==> src/rtl/pe_mem_stream_dispatcher.sv <==
// rtl/pe_mem_stream_dispatcher.sv - round-robin PE namespace write and weight read-back sequencer
module pe_mem_stream_dispatcher #(
  parameter int dataLen           = 16,
  parameter int logNumPeMemColumn = 2,
  parameter int logMemNamespaces  = 2,
  parameter int countLen          = 8
) (
  input  logic                         clk,
  input  logic                         reset,
  input  logic                         cfg_start,
  input  logic                         cfg_dir,
  input  logic [logMemNamespaces-1:0]  cfg_type,
  input  logic [countLen-1:0]          cfg_count,
  input  logic                         in_valid,
  output logic                         in_ready,
  input  logic [dataLen-1:0]           in_data,
  output logic                         out_valid,
  input  logic                         out_ready,
  output logic [dataLen-1:0]           out_data,
  output logic                         mem_wrt_valid,
  output logic                         mem_weight_rd_valid,
  output logic [logNumPeMemColumn-1:0] peId_mem_in,
  output logic [logMemNamespaces-1:0]  mem_data_type,
  output logic [dataLen-1:0]           mem_data_input,
  input  logic [dataLen-1:0]           mem_data_output,
  output logic                         busy,
  output logic                         done
);

  typedef enum logic [2:0] {
    S_IDLE, S_WRITE, S_RD_REQ, S_RD_WAIT, S_RD_OUT, S_DONE
  } state_t;

  localparam logic [logNumPeMemColumn-1:0] col_last  = '1;
  localparam logic [logMemNamespaces-1:0]  weight_ns = logMemNamespaces'(2);

  state_t                         state, state_nxt;
  logic [logMemNamespaces-1:0]    type_q;
  logic [countLen-1:0]            count_q;
  logic [logNumPeMemColumn-1:0]   col, col_nxt;
  logic [countLen-1:0]            word, word_nxt;
  logic                           accept, out_fire, step, last_word;

  assign in_ready  = (state == S_WRITE);
  assign out_valid = (state == S_RD_OUT);
  assign busy      = (state != S_IDLE);
  assign accept    = in_valid && in_ready;
  assign out_fire  = out_valid && out_ready;
  // count_q is never zero outside IDLE/DONE, so count_q-1 cannot underflow where this is used
  assign last_word = (col == col_last) && (word == count_q - countLen'(1));

  always_comb begin
    state_nxt = state;
    col_nxt   = col;
    word_nxt  = word;
    step      = 1'b0;
    case (state)
      S_IDLE: begin
        if (cfg_start) begin
          col_nxt  = '0;
          word_nxt = '0;
          if (cfg_count == '0) state_nxt = S_DONE;
          else if (cfg_dir)    state_nxt = S_RD_REQ;
          else                 state_nxt = S_WRITE;
        end
      end
      S_WRITE: begin
        if (accept) begin
          step = 1'b1;
          if (last_word) state_nxt = S_DONE;
        end
      end
      S_RD_REQ:  state_nxt = S_RD_WAIT;
      S_RD_WAIT: state_nxt = S_RD_OUT;
      S_RD_OUT: begin
        if (out_fire) begin
          step      = 1'b1;
          state_nxt = last_word ? S_DONE : S_RD_REQ;
        end
      end
      S_DONE:  state_nxt = S_IDLE;
      default: state_nxt = S_IDLE;
    endcase
    if (step) begin
      col_nxt = col + logNumPeMemColumn'(1);
      if (col == col_last) word_nxt = word + countLen'(1);
    end
  end

  always_ff @(posedge clk) begin
    if (reset) begin
      state               <= S_IDLE;
      type_q              <= '0;
      count_q             <= '0;
      col                 <= '0;
      word                <= '0;
      mem_wrt_valid       <= 1'b0;
      mem_weight_rd_valid <= 1'b0;
      peId_mem_in         <= '0;
      mem_data_type       <= '0;
      mem_data_input      <= '0;
      out_data            <= '0;
      done                <= 1'b0;
    end else begin
      state               <= state_nxt;
      col                 <= col_nxt;
      word                <= word_nxt;
      done                <= (state == S_DONE);
      mem_wrt_valid       <= accept;
      // the read strobe is registered on entry so it lines up with the PE id of the word being fetched
      mem_weight_rd_valid <= (state_nxt == S_RD_REQ);
      if (state == S_IDLE && cfg_start) begin
        type_q  <= cfg_type;
        count_q <= cfg_count;
      end
      if (accept) begin
        peId_mem_in    <= col;
        mem_data_type  <= type_q;
        mem_data_input <= in_data;
      end else if (state_nxt == S_RD_REQ) begin
        peId_mem_in   <= col_nxt;
        mem_data_type <= weight_ns;
      end
      if (state == S_RD_WAIT) out_data <= mem_data_output;
    end
  end

endmodule
==> config.mk <==
export PLATFORM = sky130hd
export DESIGN_NAME = pe_mem_stream_dispatcher
export DESIGN_NICKNAME = d
export VERILOG_FILES = /design/src/rtl/pe_mem_stream_dispatcher.sv
export SDC_FILE = /design/constraint.sdc
export NUM_CORES = 1
export LEC_CHECK = 0
export ABC_AREA = 1
export BUFFER_PORTS_ARGS = -buffer_cell sky130_fd_sc_hd__buf_2
export CAP_MARGIN = 40
export CORE_ASPECT_RATIO = 0.8
export CORE_MARGIN = 2
export CORE_UTILIZATION = 45
export CTS_CLUSTER_DIAMETER = 120
export DETAILED_ROUTE_END_ITERATION = 10
export PLACE_DENSITY = 0.73
export SETUP_SLACK_MARGIN = 0.05
export SYNTH_ARGS = -nofsm -noshare
export SYNTH_HDL_FRONTEND = slang
export SYNTH_SLANG_ARGS = --single-unit
==> constraint.sdc <==
create_clock -name clk -period 1.9 [get_ports clk]
set_clock_uncertainty 0.2 [all_clocks]
set_input_delay 0.19 -clock clk [delete_from_list [all_inputs] [get_ports clk]]
set_output_delay 0.19 -clock clk [all_outputs]
set_load 0.05 [all_outputs]
==> flow_summary.toml <==
[place]
place.port_buffers = 89
place_congestion = 0.867
hpwl_mm = 5.04
preCtsSetupSlack_ns = -0.0879
postPlaceCellArea_sq_um = 3400

[die]
coreArea_sq_um = 5880
core.rowCount = 25
boundaryPins = 90
fp.dieArea_sq_um = 6690
start_util = 0.463
die_w_um = 91.0
fp.dieH_um = 73.6

[timing]
hold_violations = 0
worst_slack_ns = -0.0510
period_share = 1.03
setup_violations = 5
report.final.slew_viol_count = 0
post-route-min-period_ns = 1.95
tightestPinTransition_ns = 0.269
grt_setup_unrepaired = "true"
maxSlewHeadroom = 0.820
max_freq_mhz = 513

[global_route]
grt_pass1_wl_mm = 12.4
grt_usage = 0.234
grt_pass1_vias = 2798
grt_max_degree = 28
antenna_found_initial = 0
gr-total-overflow = 0

[worst_setup_path]
setup.worst_path.end_class = "register"
crit_type = "reg -> reg"
crit_family = "simple AND/OR/NAND/NOR gates"
worst_path_most_repeated_cell = "nand2_2"
cp-start-kind = "register"
slowest_delay_ns = 0.33
critical-path-slowest-cell = "dfxtp_2"
timing.critical_path.buf_inv = 3
crit_path_cell_trace = "inv_2 > ha_4 > nand2_2 > inv_1 > nor2_1 > nand2_1 > nor2_1 > nand3_1 > nor2_2 > nand2_2 > nand2_2 > nand2_2 > nand2_4 > nand3b_1 > nand2_1 > inv_1"
critPathArrivalTime_ns = 1.99
cp.required_ns = 1.93
worstPathMaxFanout = 7

[detailed_routing]
route.detailed.drc = 0
drtPass1Iterations = 4
drt_wl_total_mm = 7.64
drtIter0Drc = 176
wl_per_cell_um = 12.3
num_vias = 3022
postRouteAntennaNets = 0
vias_per_cell = 4.87

[power]
total_leakage_power_nw = 1.97
peakVddDrop_uv = 667
powerDensity_nw_per_um2 = 925

[status]
status = "complete, but fails checks"
violations = "negative setup slack"

[cts]
cts.sinks = 62
cts_buffer_depth = 2
cts_buffers = 9
cts.clk_slew.worst_paths_ns = 0.06
cts_tree = "yes"
insertion_delay_ns = 0.33
cts-root-buf = "clkbuf_8"
htreeDepth = 3

[cells_and_area]
nets = 586
final_cell_area_sq_um = 4050
n_antenna_cell = 0
layout-drive-gt1-share = 0.306
areaGrowthSynthToFinish_pct = 48.9

[synthesis]
syn_inst = 387
synth_top_cell_by_area = "dfxtp_1"
syn_nets = 438
avgSynthCellArea_sq_um = 7.04
synth_top_area_share = 0.456
ys.flop_type = "dfxtp_1"
yosys_warnings = 0
synth.most_common_cell = "nor2_1"
syn_area_sq_um = 2720
ys_async_sr_fraction = 0
synth_area_leaders = "dfxtp_1 46%, nor2_1 15%, o21ai_0 9.6%"
ys_ff_latch = 62
synth_edf_count = 0
synthTopCellsByCount = "106 x nor2_1, 62 x dfxtp_1, 52 x o21ai_0"
ys_seq_area_frac = 0.456
yosysUniqueCellTypes = 28

[run]
maxCapViolCount = 0

[min_path]
hold_path.class = "in -> reg"
[per-stage QoR]
stage	cells	hold WS (ns)	util	total power [mW]	setup TNS [ns]
after floorplan	387	0.125	-	2.35	-0.508
after global placement	560	0.211	0.578	2.63	-0.0695
after global routing	620	0.0340	0.689	3.95	-0.870
final	620	0.0214	0.689	3.75	-0.182
after CTS	619	0.00774	0.683	3.74	-0.177
after detailed placement	560	0.217	0.578	2.65	-0.345
[per-layer routing]
| metal | vias to the layer above | track usage | routed length (um) |
|---|---|---|---|
| met5 | - | 0 | 0 |
| li1 | 1548 | - | - |
| met4 | 0 | 0.0791 | 128 |
| met2 | 101 | 0.412 | 3760 |
| met1 | 1357 | 0.283 | 3310 |
| met3 | 16 | 0.0595 | 440 |
[final cells by class]
| class | count | area, sq um |
|---|---|---|
| clock inverter | 4 | 21.3 |
| inverter | 31 | 126 |
| sequential | 62 | 1250 |
| fill | 489 | 1830 |
| clock buffer | 11 | 151 |
| tap | 81 | 101 |
| multi-input combinational | 279 | 1370 |
| timing repair buffer | 152 | 1030 |
[logic make-up after synthesis]
group | Yosys count | synth area share
AOI/OAI and AO/OA | 79 | 0.148
adders and majority gates | 3 | 0.0138
buffers and inverters | 46 | 0.0662
muxes | 1 | 0.00414
xor gates and xnor gates | 3 | 0.00965
DFF | 62 | 0.456
and+or+nand+nor | 193 | 0.302
[report_power, final]
part | switching [mW] | leakage (nW) | internal [mW]
clock | 0.480 | 0.0953 | 0.530
combinational | 0.804 | 1.37 | 0.420
sequential | 0.0847 | 0.508 | 1.43
[state kept, by name, summed over array words and instances (netlist names), 2 cells and up]
register and cells:
col 2, mem_data_input 16, mem_data_type 2, count_q 8, type_q 2, state 3, peId_mem_in 2, word 8
out_data 16
[cell usage in the layout, fill, tap and decap left out, types with 3 or more instances in the layout]
cell and n:
nand2_2 8, clkinv_2 3, nor2_1 105, inv_2 7, dfxtp_2 4, buf_4 20
inv_1 20, nand2_1 46, nand2_4 3, dfxtp_1 56, dlygate4sd3_1 43, o21ai_0 49
inv_4 5, a21oi_1 21, o21ai_1 6, nand3_1 12, nor3_1 4, buf_2 89
clkbuf_8 11
[tightest hold or removal path, stage by stage]
cell	delay, ns
buf_2	0.12
a21oi_1	0.07
nor2_1	0.09
nor2_1	0.04
[final timing paths]
kind                            startpoint               end  slack, ns  cells past startpoint
worst min-delay path             out_ready          state[2]       0.02                      4
worst max-delay path            count_q[1]  mem_data_type[1]      -0.05                     16
worst max register to register  count_q[1]  mem_data_type[1]      -0.05                     16
worst min register to register   type_q[0]  mem_data_type[0]       0.26                      2
[repair_timing]
action	4_1_cts	5_1_grt
endpoints found under the setup margin	6	7
hold buffers	43	0
pin swaps	4	2
buffers inserted	1	1
hold endpoints to repair	49	0
gates resized for setup	2	9
(Power assumes the default switching activity.)
